**src/rtl/pulse_seq_pkg.sv**
```systemverilog
// Shared types and constants for the pulse sequencer: FSM states, default
// field width and the per-channel configuration reset values.
package pulse_seq_pkg;

    localparam int CW_DEFAULT = 8;

    typedef enum logic [1:0] {
        IDLE,
        HIGH,
        LOW,
        DONE
    } seq_state_t;

    typedef struct packed {
        logic [CW_DEFAULT-1:0] high;
        logic [CW_DEFAULT-1:0] low;
        logic [CW_DEFAULT-1:0] count;
    } seq_cfg_t;

    localparam seq_cfg_t CFG_RESET = '{
        high:  CW_DEFAULT'(1),
        low:   CW_DEFAULT'(1),
        count: CW_DEFAULT'(1)
    };

endpackage

```
**src/rtl/rr_arbiter.sv**
```systemverilog
// Round-robin picker: the first pending channel at or after the pointer wins.
module rr_arbiter #(
    parameter int N_CH = 4
) (
    input  logic [N_CH-1:0]         pending,
    input  logic [$clog2(N_CH)-1:0] pointer,
    output logic [N_CH-1:0]         winner,
    output logic                    valid
);

    localparam int PW = $clog2(N_CH);

    logic [PW-1:0] idx;

    always_comb begin
        winner = '0;
        valid  = 1'b0;
        idx    = '0;
        for (int k = 0; k < N_CH; k++) begin
            idx = PW'((32'(pointer) + 32'(k)) % N_CH);
            if (!valid && pending[idx]) begin
                winner[idx] = 1'b1;
                valid       = 1'b1;
            end
        end
    end

endmodule

```
**src/rtl/pulse_sequencer.sv**
```systemverilog
// Shared pulse-train engine: per-channel config, round-robin arbitration and
// one high/low timing counter pair that serves one granted channel at a time.
module pulse_sequencer
    import pulse_seq_pkg::*;
#(
    parameter int N_CH = 4,
    parameter int CW   = CW_DEFAULT
) (
    input  logic                    clock,
    input  logic                    reset_n,
    input  logic                    cfg_we,
    input  logic [$clog2(N_CH)-1:0] cfg_ch,
    input  logic [CW-1:0]           cfg_high,
    input  logic [CW-1:0]           cfg_low,
    input  logic [CW-1:0]           cfg_count,
    input  logic [N_CH-1:0]         req,
    output logic [N_CH-1:0]         grant,
    output logic [N_CH-1:0]         pulse_out,
    output logic [N_CH-1:0]         done,
    output logic                    busy
);

    localparam int PW = $clog2(N_CH);

    logic [CW-1:0]   cfg_high_r  [N_CH];
    logic [CW-1:0]   cfg_low_r   [N_CH];
    logic [CW-1:0]   cfg_count_r [N_CH];

    seq_state_t      state;
    logic [N_CH-1:0] pending;
    logic [N_CH-1:0] pend_clear;
    logic [N_CH-1:0] arb_winner;
    logic            arb_valid;
    logic [PW-1:0]   pointer;
    logic [PW-1:0]   cur_idx;
    logic [PW-1:0]   win_idx;
    logic [PW-1:0]   next_ptr;
    logic [CW-1:0]   cur_high;
    logic [CW-1:0]   cur_low;
    logic [CW-1:0]   phase_cnt;
    logic [CW-1:0]   remaining;

    function automatic logic [CW-1:0] at_least_one(input logic [CW-1:0] v);
        return (v == '0) ? CW'(1) : v;
    endfunction

    rr_arbiter #(
        .N_CH(N_CH)
    ) u_arb (
        .pending(pending),
        .pointer(pointer),
        .winner (arb_winner),
        .valid  (arb_valid)
    );

    always_comb begin
        win_idx = '0;
        for (int i = 0; i < N_CH; i++) begin
            if (arb_winner[i]) win_idx = PW'(i);
        end
    end

    assign pend_clear = (state == IDLE && arb_valid) ? arb_winner : '0;
    assign next_ptr   = (cur_idx == PW'(N_CH - 1)) ? '0 : cur_idx + 1'b1;

    // Config file: the engine samples it only at grant, so a write landing on
    // the grant edge still hands the old values to that train.
    always_ff @(posedge clock or negedge reset_n) begin
        if (!reset_n) begin
            for (int i = 0; i < N_CH; i++) begin
                cfg_high_r[i]  <= CW'(CFG_RESET.high);
                cfg_low_r[i]   <= CW'(CFG_RESET.low);
                cfg_count_r[i] <= CW'(CFG_RESET.count);
            end
        end else if (cfg_we && (32'(cfg_ch) < N_CH)) begin
            cfg_high_r[cfg_ch]  <= cfg_high;
            cfg_low_r[cfg_ch]   <= cfg_low;
            cfg_count_r[cfg_ch] <= cfg_count;
        end
    end

    always_ff @(posedge clock or negedge reset_n) begin
        if (!reset_n) begin
            state     <= IDLE;
            grant     <= '0;
            pulse_out <= '0;
            done      <= '0;
            busy      <= 1'b0;
            pending   <= '0;
            pointer   <= '0;
            cur_idx   <= '0;
            cur_high  <= '0;
            cur_low   <= '0;
            phase_cnt <= '0;
            remaining <= '0;
        end else begin
            pending <= (pending | req) & ~pend_clear;
            done    <= '0;
            case (state)
                IDLE: begin
                    if (arb_valid) begin
                        grant     <= arb_winner;
                        busy      <= 1'b1;
                        cur_idx   <= win_idx;
                        cur_high  <= at_least_one(cfg_high_r[win_idx]);
                        cur_low   <= at_least_one(cfg_low_r[win_idx]);
                        phase_cnt <= at_least_one(cfg_high_r[win_idx]);
                        remaining <= cfg_count_r[win_idx];
                        pulse_out <= (cfg_count_r[win_idx] == '0) ? '0 : arb_winner;
                        state     <= HIGH;
                    end
                end
                HIGH: begin
                    // A zero-count train holds grant for this one cycle only.
                    if (remaining == '0) begin
                        done      <= grant;
                        grant     <= '0;
                        pulse_out <= '0;
                        pointer   <= next_ptr;
                        state     <= DONE;
                    end else if (phase_cnt == CW'(1)) begin
                        pulse_out <= '0;
                        phase_cnt <= cur_low;
                        state     <= LOW;
                    end else begin
                        phase_cnt <= phase_cnt - 1'b1;
                    end
                end
                LOW: begin
                    if (phase_cnt == CW'(1)) begin
                        remaining <= remaining - 1'b1;
                        if (remaining > CW'(1)) begin
                            pulse_out <= grant;
                            phase_cnt <= cur_high;
                            state     <= HIGH;
                        end else begin
                            done      <= grant;
                            grant     <= '0;
                            pulse_out <= '0;
                            pointer   <= next_ptr;
                            state     <= DONE;
                        end
                    end else begin
                        phase_cnt <= phase_cnt - 1'b1;
                    end
                end
                DONE: begin
                    busy  <= 1'b0;
                    state <= IDLE;
                end
                default: state <= IDLE;
            endcase
        end
    end

endmodule

```
**config.mk**
```make
export PLATFORM = sky130hd
export DESIGN_NAME = pulse_sequencer
export DESIGN_NICKNAME = d
export VERILOG_FILES = /design/src/rtl/pulse_seq_pkg.sv /design/src/rtl/rr_arbiter.sv /design/src/rtl/pulse_sequencer.sv
export SDC_FILE = /design/constraint.sdc
export NUM_CORES = 1
export LEC_CHECK = 0
export ABC_AREA = 0
export CORE_ASPECT_RATIO = 0.7
export CORE_MARGIN = 2
export CORE_UTILIZATION = 48
export CTS_CLUSTER_SIZE = 12
export DETAILED_ROUTE_END_ITERATION = 10
export PLACE_DENSITY_LB_ADDON = 0.08
export SYNTH_ARGS = -nofsm -noshare
export SYNTH_HDL_FRONTEND = slang
export SYNTH_SLANG_ARGS = --single-unit
```
**constraint.sdc**
```tcl
create_clock -name clock -period 10.7 [get_ports clock]
set_input_delay 2.675 -clock clock [delete_from_list [all_inputs] [get_ports clock]]
set_output_delay 2.675 -clock clock [all_outputs]
set_load 0.005 [all_outputs]
```
# Yosys cells after proc, flatten, opt, wreduce, memory -nomap -nowiden
# Index checks and enable logic that the tools add are counted.
# classes
addsub,6
order_cmp,12
n_eq_ne,12
mux,80
bitwise_logic,8
reduce_logical,29
# ops
op,count
$mux W8,16
$bwmux W32,3
$mux W4,16
$bmux W8 S2,3
$logic_not A8 Y1,4
$pmux W4 S3,2
$pmux W8 S3,1
$mux W2,11
$demux W8 S2,1
$or A4 B4 Y4,4
$pmux W8 S2,1
$reduce_and A4 Y1,4
$sub A8 B1 Y8 const B,2
$mux W1,14
$lt A2 B3 Y1 const B,4
$ne A2 B2 Y1 const B,5
$logic_and A1 B1 Y1,9
$bmux W1 S2,4
$demux W1 S2,4
$eq A8 B1 Y1 const B,1
$ge A2 B1 Y1 const B,4
$gt A8 B1 Y1 const B,1
$pmux W2 S4,1
$pmux W4 S2,1
18 further kinds,31
# totals
reg_bits,151
input_bits,33
out_inout_bits,13
wordCells,171

# Depth between registers and ports, before layout
# depth
word_depth,23
depth_mapped,14
depth_no_buf,11

# By module
# Synthesis repeated with hierarchy kept, for this count alone.
# unflattened
hier_cells,736
hier_area_um2,7993.9
# by_module_without_submodules
module,n_inst,cells_each,area_per_inst_um2,seq_area_each_um2
pulse_sequencer,1,674,7499.7,3793.6
rr_arbiter,1,62,494.2,0.0

# Worst setup path after synthesis
# Ideal clock, no wire load.
# synth_timing
path_type,input to register
startpoint,in cfg_ch[1]
endpoint,reg cfg_high_r[25] in the netlist's numbering
setup_time_ps,125
arrival_ps,4065
t_required_ps,10575
slack_ps,6510
stages,3
path_buffers,1
path_cell_list,nor3b_1 > clkbuf_1 > mux2_2
# synth_between
elab_chain_len,6
word_cells_on_any_way,7
cone_classes,2 x order compare; 3 x mux; 1 x bitwise; 1 x reduce/logical
# synth_rtl
element,line_no,rtl
"start, declared",pulse_sequencer.sv:12,"input logic [$clog2(N_CH)-1:0] cfg_ch,"
$not A2 Y3 (not written as such) *,pulse_sequencer.sv:76,cfg_high_r[cfg_ch] <= cfg_high;
$ge A3 B3 Y1 (not written as such) / $lt A3 B1 Y1 (equally long branches),pulse_sequencer.sv:76,
$logic_and A1 B1 Y1 (not written as such),pulse_sequencer.sv:76,
$mux W8 (not written as such),pulse_sequencer.sv:76,
$demux W8 S2 *,pulse_sequencer.sv:76,
$bwmux W32 *,pulse_sequencer.sv:76,
"end signal, assigned by index",pulse_sequencer.sv:71,cfg_high_r[i] <= CW'(CFG_RESET.high);
"end signal, assigned by index",pulse_sequencer.sv:76,
"end, declared",pulse_sequencer.sv:25,logic [CW-1:0] cfg_high_r [N_CH];
# Every way passes the cells marked *; elsewhere a longest branch is shown, timed or not.
# A chain may end at the register's enable or synchronous reset.

# Worst setup path in the final report
# layout_timing
startpoint,reg pointer[0]
endpoint,reg pulse_out[1]
# layout_between
elab_chain_len,23
word_cells_on_any_way,61
cone_classes,3 x add/sub; 8 x order compare; 1 x eq/ne; 33 x mux; 4 x bitwise; 12 x reduce/logical
# layout_rtl
element,line_no,rtl
"start, declared",pulse_sequencer.sv:34,logic [PW-1:0] pointer;
"start signal, assigned",pulse_sequencer.sv:119,pointer <= next_ptr;
"start signal, assigned",pulse_sequencer.sv:140,pointer <= next_ptr;
"parallel branches: the longest is 23 deep, another holds $lt A2 B3 Y1",n/a,
"end signal, assigned",pulse_sequencer.sv:109,pulse_out <= (cfg_count_r[win_idx] == '0) ? '0 : arb_winner;
"end signal, assigned",pulse_sequencer.sv:133,pulse_out <= grant;
"end, declared",pulse_sequencer.sv:18,"output logic [N_CH-1:0] pulse_out,"
# Parallel ways; which one is timed is not known. The select of a mux whose other input is x is not followed.

==> impl_metrics.tcl <==
set metrics [dict create \
    drive_above_1_share_pct 23.4 \
    grt_util_all_layers_pct 25.0 \
    die_y_um 111 \
    cts_buffers 17 \
    cts.clk_slew.worst_paths_ns 0.07 \
    syn-cell-area_sq_um 7850 \
    diodes 0 \
    ctsLongestPathBuffers 2 \
    ys_seq_area_share_pct 48.3 \
    max_clock_freq_ghz 0.203 \
    regToRegSetupSlack_ns 5.78 \
    p_int_uw 1650 \
    synthArstFlopShare_pct 100 \
    final_cells 1000 \
    slowest_stage "dfrtp_1" \
    clock_latency_ns 0.43 \
    grt_max_degree 78 \
    outcome "finished clean" \
    ys_warn_count 0 \
    start_util_pct 48.6 \
    finalSetupViolCount 0 \
    fp-row-count 39 \
    numClockSinks 151 \
    h-tree-depth 4 \
    core_sq_um 16200 \
    crit_path_cell_trace "inv_1, ha_1, mux4_2, a21oi_1, o2bb2ai_1, and2_1, buf_4, nand3_1, o221a_2, a211o_1, nor4_2, o41ai_1" \
    swShare_pct 45.0 \
    portBuffers 45 \
    finalHoldViolations 0 \
    syn_nets 777 \
    critical_path_required_ns 10.98 \
    gp_congestion 0.838 \
    synthCells 726 \
    grt_pass1_wl_um 33200 \
    cts_resized 0 \
    worst-path-max-fanout 35 \
    drtPass1Iterations 4 \
    place_inst 968 \
    skew_ns 0.00757 \
    vias_per_cell 5.94 \
    dp_hpwl_um 14000 \
    critPathArrivalTime_ns 5.20 \
    powerDensity_nw_per_um2 332 \
    startpoint_type "register" \
    p_comb_share_pct 51.8 \
    hp-class "register to register" \
    cts_tree "yes" \
    slowest_delay_ns 0.75 \
    vias 5936 \
    critPathBufInv 2 \
    routed_wl_um 20400 \
    synth-edff-count 0 \
    power.leakage_uw 0.00374 \
    slew_viol_final 0 \
    post-cts-setup-buffer-count 0 \
    grt_antenna_before_repair 0 \
    finalCriticalPeriod_ns 4.92 \
    clkPwrFrac_pct 18.8 \
    synthFlopType "dfrtp_1" \
    synth-seq-cells 151 \
    period_share_pct 46.0 \
    dieWidth_um 157 \
    grt_pass1_vias 5801 \
    path_delay_family "compound AO/OA/AOI/OAI gates" \
    slew_headroom_pct 29.7 \
    cp-end-kind "register" \
    grt_remaining_overflow 0 \
    drt_iter0_drc 590 \
    synth.avg_cell_area_sq_um 10.8 \
    fin_setup_tns_ns 0 \
    io_pins 46 \
    hold_buffers 0 \
    cts_root_buf "clkbuf_16" \
    seqPwrFrac_pct 29.4 \
    final_nets 813 \
    ir_worst_vdd_v 0.000170 \
    syn_to_final_growth_pct 15.2 \
    ys_types 68 \
    die_area_sq_um 17400 \
    wire_per_inst_um 20.4 \
    worst_pin_slew_ns 1.05 \
    path_class "register to register" \
    postRouteAntennaNets 0 \
    drc 0 \
    grt_setup_unrepaired "false" \
    maxCapViolCount 0 \
    switching_power_uw 1350 \
]
## cell usage after synthesis (4+ instances only)
master / number / share of area, %
a21oi_1: 31 / 2.0
o31ai_1: 5 / 0.48
xor2_1: 4 / 0.45
clkbuf_1: 27 / 1.3
ha_1: 18 / 2.9
o21ai_0: 59 / 3.8
nand3_1: 10 / 0.64
o221ai_1: 7 / 0.78
nand2b_1: 7 / 0.56
nand2_1: 69 / 3.3
a21o_1: 5 / 0.48
and3_1: 6 / 0.48
nand3b_1: 6 / 0.57
mux2i_1: 12 / 1.5
o2bb2ai_1: 4 / 0.45
inv_1: 25 / 1.2
dfstp_2: 12 / 4.0
o22ai_1: 23 / 1.8
dfrtp_1: 139 / 44
buf_2: 7 / 0.45
o211ai_1: 7 / 0.67
nor3_1: 12 / 0.76
mux2_2: 106 / 15
a31oi_1: 9 / 0.72
o41ai_1: 5 / 0.56
nor2_1: 41 / 2.0
## layer usage
metal	part of all wire [%]	GRT usage (%)
met1	51	39.1
met2	43	35.1
met3	5.0	5.39
met4	0.79	6.12
met5	0	0
## tightest hold or removal path, delay by kind of cell, from the launching register on
| family | cells | cell delay [ns] |
|---|---|---|
| simple gates | 1 | 0.05 |
| flops | 1 | 0.34 |
| compound gates | 1 | 0.06 |
## registers in the layout (all words and copies together) (netlist names)
register and cells:
cur_low 8, grant 4, pending 4, cfg_high_r 32
cur_high 8, phase_cnt 8, cur_idx 2, pointer 2
cfg_count_r 32, state 2, cfg_low_r 32, remaining 8
busy 1, done 4, pulse_out 4
## placed cells by master (no fill, tap or decap), types with 4 or more instances in the layout
master / Yosys / final
ha_1: 18 / 18
inv_6: 0 / 5
buf_4: 1 / 11
o21ai_0: 59 / 59
nor3_1: 12 / 12
o2bb2ai_1: 4 / 4
clkdlybuf4s50_1: 0 / 44
dfstp_2: 12 / 12
o211ai_1: 7 / 7
mux2i_1: 12 / 12
o221ai_1: 7 / 7
nand2_1: 69 / 69
dfrtp_1: 139 / 139
a21o_1: 5 / 5
o22ai_1: 23 / 23
mux2_2: 106 / 106
nand3_1: 10 / 10
nand2b_1: 7 / 7
a21oi_1: 31 / 31
clkbuf_16: 0 / 17
inv_1: 25 / 25
a31oi_1: 9 / 9
clkinv_4: 0 / 5
nand3b_1: 6 / 6
o41ai_1: 5 / 5
nor2_1: 41 / 41
o31ai_1: 5 / 5
xor2_1: 4 / 4
and3_1: 6 / 6
## kinds of logic after synthesis
group / after synthesis / synth area share, %
XOR/XNOR: 5 / 0.558
multiplexers: 121 / 17.6
flip-flops: 151 / 48.3
buffers and inverters: 64 / 3.51
AND/OR/NAND/NOR: 176 / 10.5
adder cells (fa/ha/maj): 18 / 2.87
AO/OA/AOI/OAI: 191 / 16.6
## power by group through the flow
stage                     logic [uW]  clock network, uW  registers, uW
final                           1550                564            883
after global routing            1710                597            905
after CTS                       1540                573            880
after detailed placement        1520                  0            889
after global placement          1500                  0            884
after floorplan                 1130                  0            829
## per-stage QoR
| step | worst slack, ns | area (sq um) | power [uW] | hold WS, ns | util (%) |
|---|---|---|---|---|---|
| global placement | 6.05 | 8500 | 2380 | 0.463 | 52.6 |
| floorplan | 6.51 | 7850 | 1960 | 0.445 | - |
| global route | 5.49 | 9040 | 3210 | 0.507 | 56.0 |
| detailed placement | 5.83 | 8500 | 2410 | 0.471 | 52.6 |
| finish | 5.78 | 9040 | 3000 | 0.484 | 56.0 |
| CTS | 5.78 | 9040 | 2990 | 0.486 | 56.0 |
## path summary, 6_finish.rpt
| check | startpoint | endpoint | cells after the start |
|---|---|---|---|
| max in group asynchronous | reset_n | cfg_low_r[21] | 2 |
| min in group asynchronous | reset_n | busy | 1 |
| max reg2reg | pointer[0] | pulse_out[1] | 12 |
| min | cur_high[3] | cur_high[3] | 2 |
| min reg2reg | cur_high[3] | cur_high[3] | 2 |
| max | pointer[0] | pulse_out[1] | 12 |
## cell type report
| class | count | area (sq um) |
|---|---|---|
| clock buffers | 17 | 425 |
| clock inverters | 15 | 120 |
| fillers | 1352 | 7110 |
| inverters | 25 | 93.8 |
| multi-input cells | 511 | 3790 |
| flip-flops and latches | 151 | 3790 |
| well taps | 225 | 282 |
| repair buffers | 56 | 534 |
Note: power is estimated with default switching activity, not from simulation.
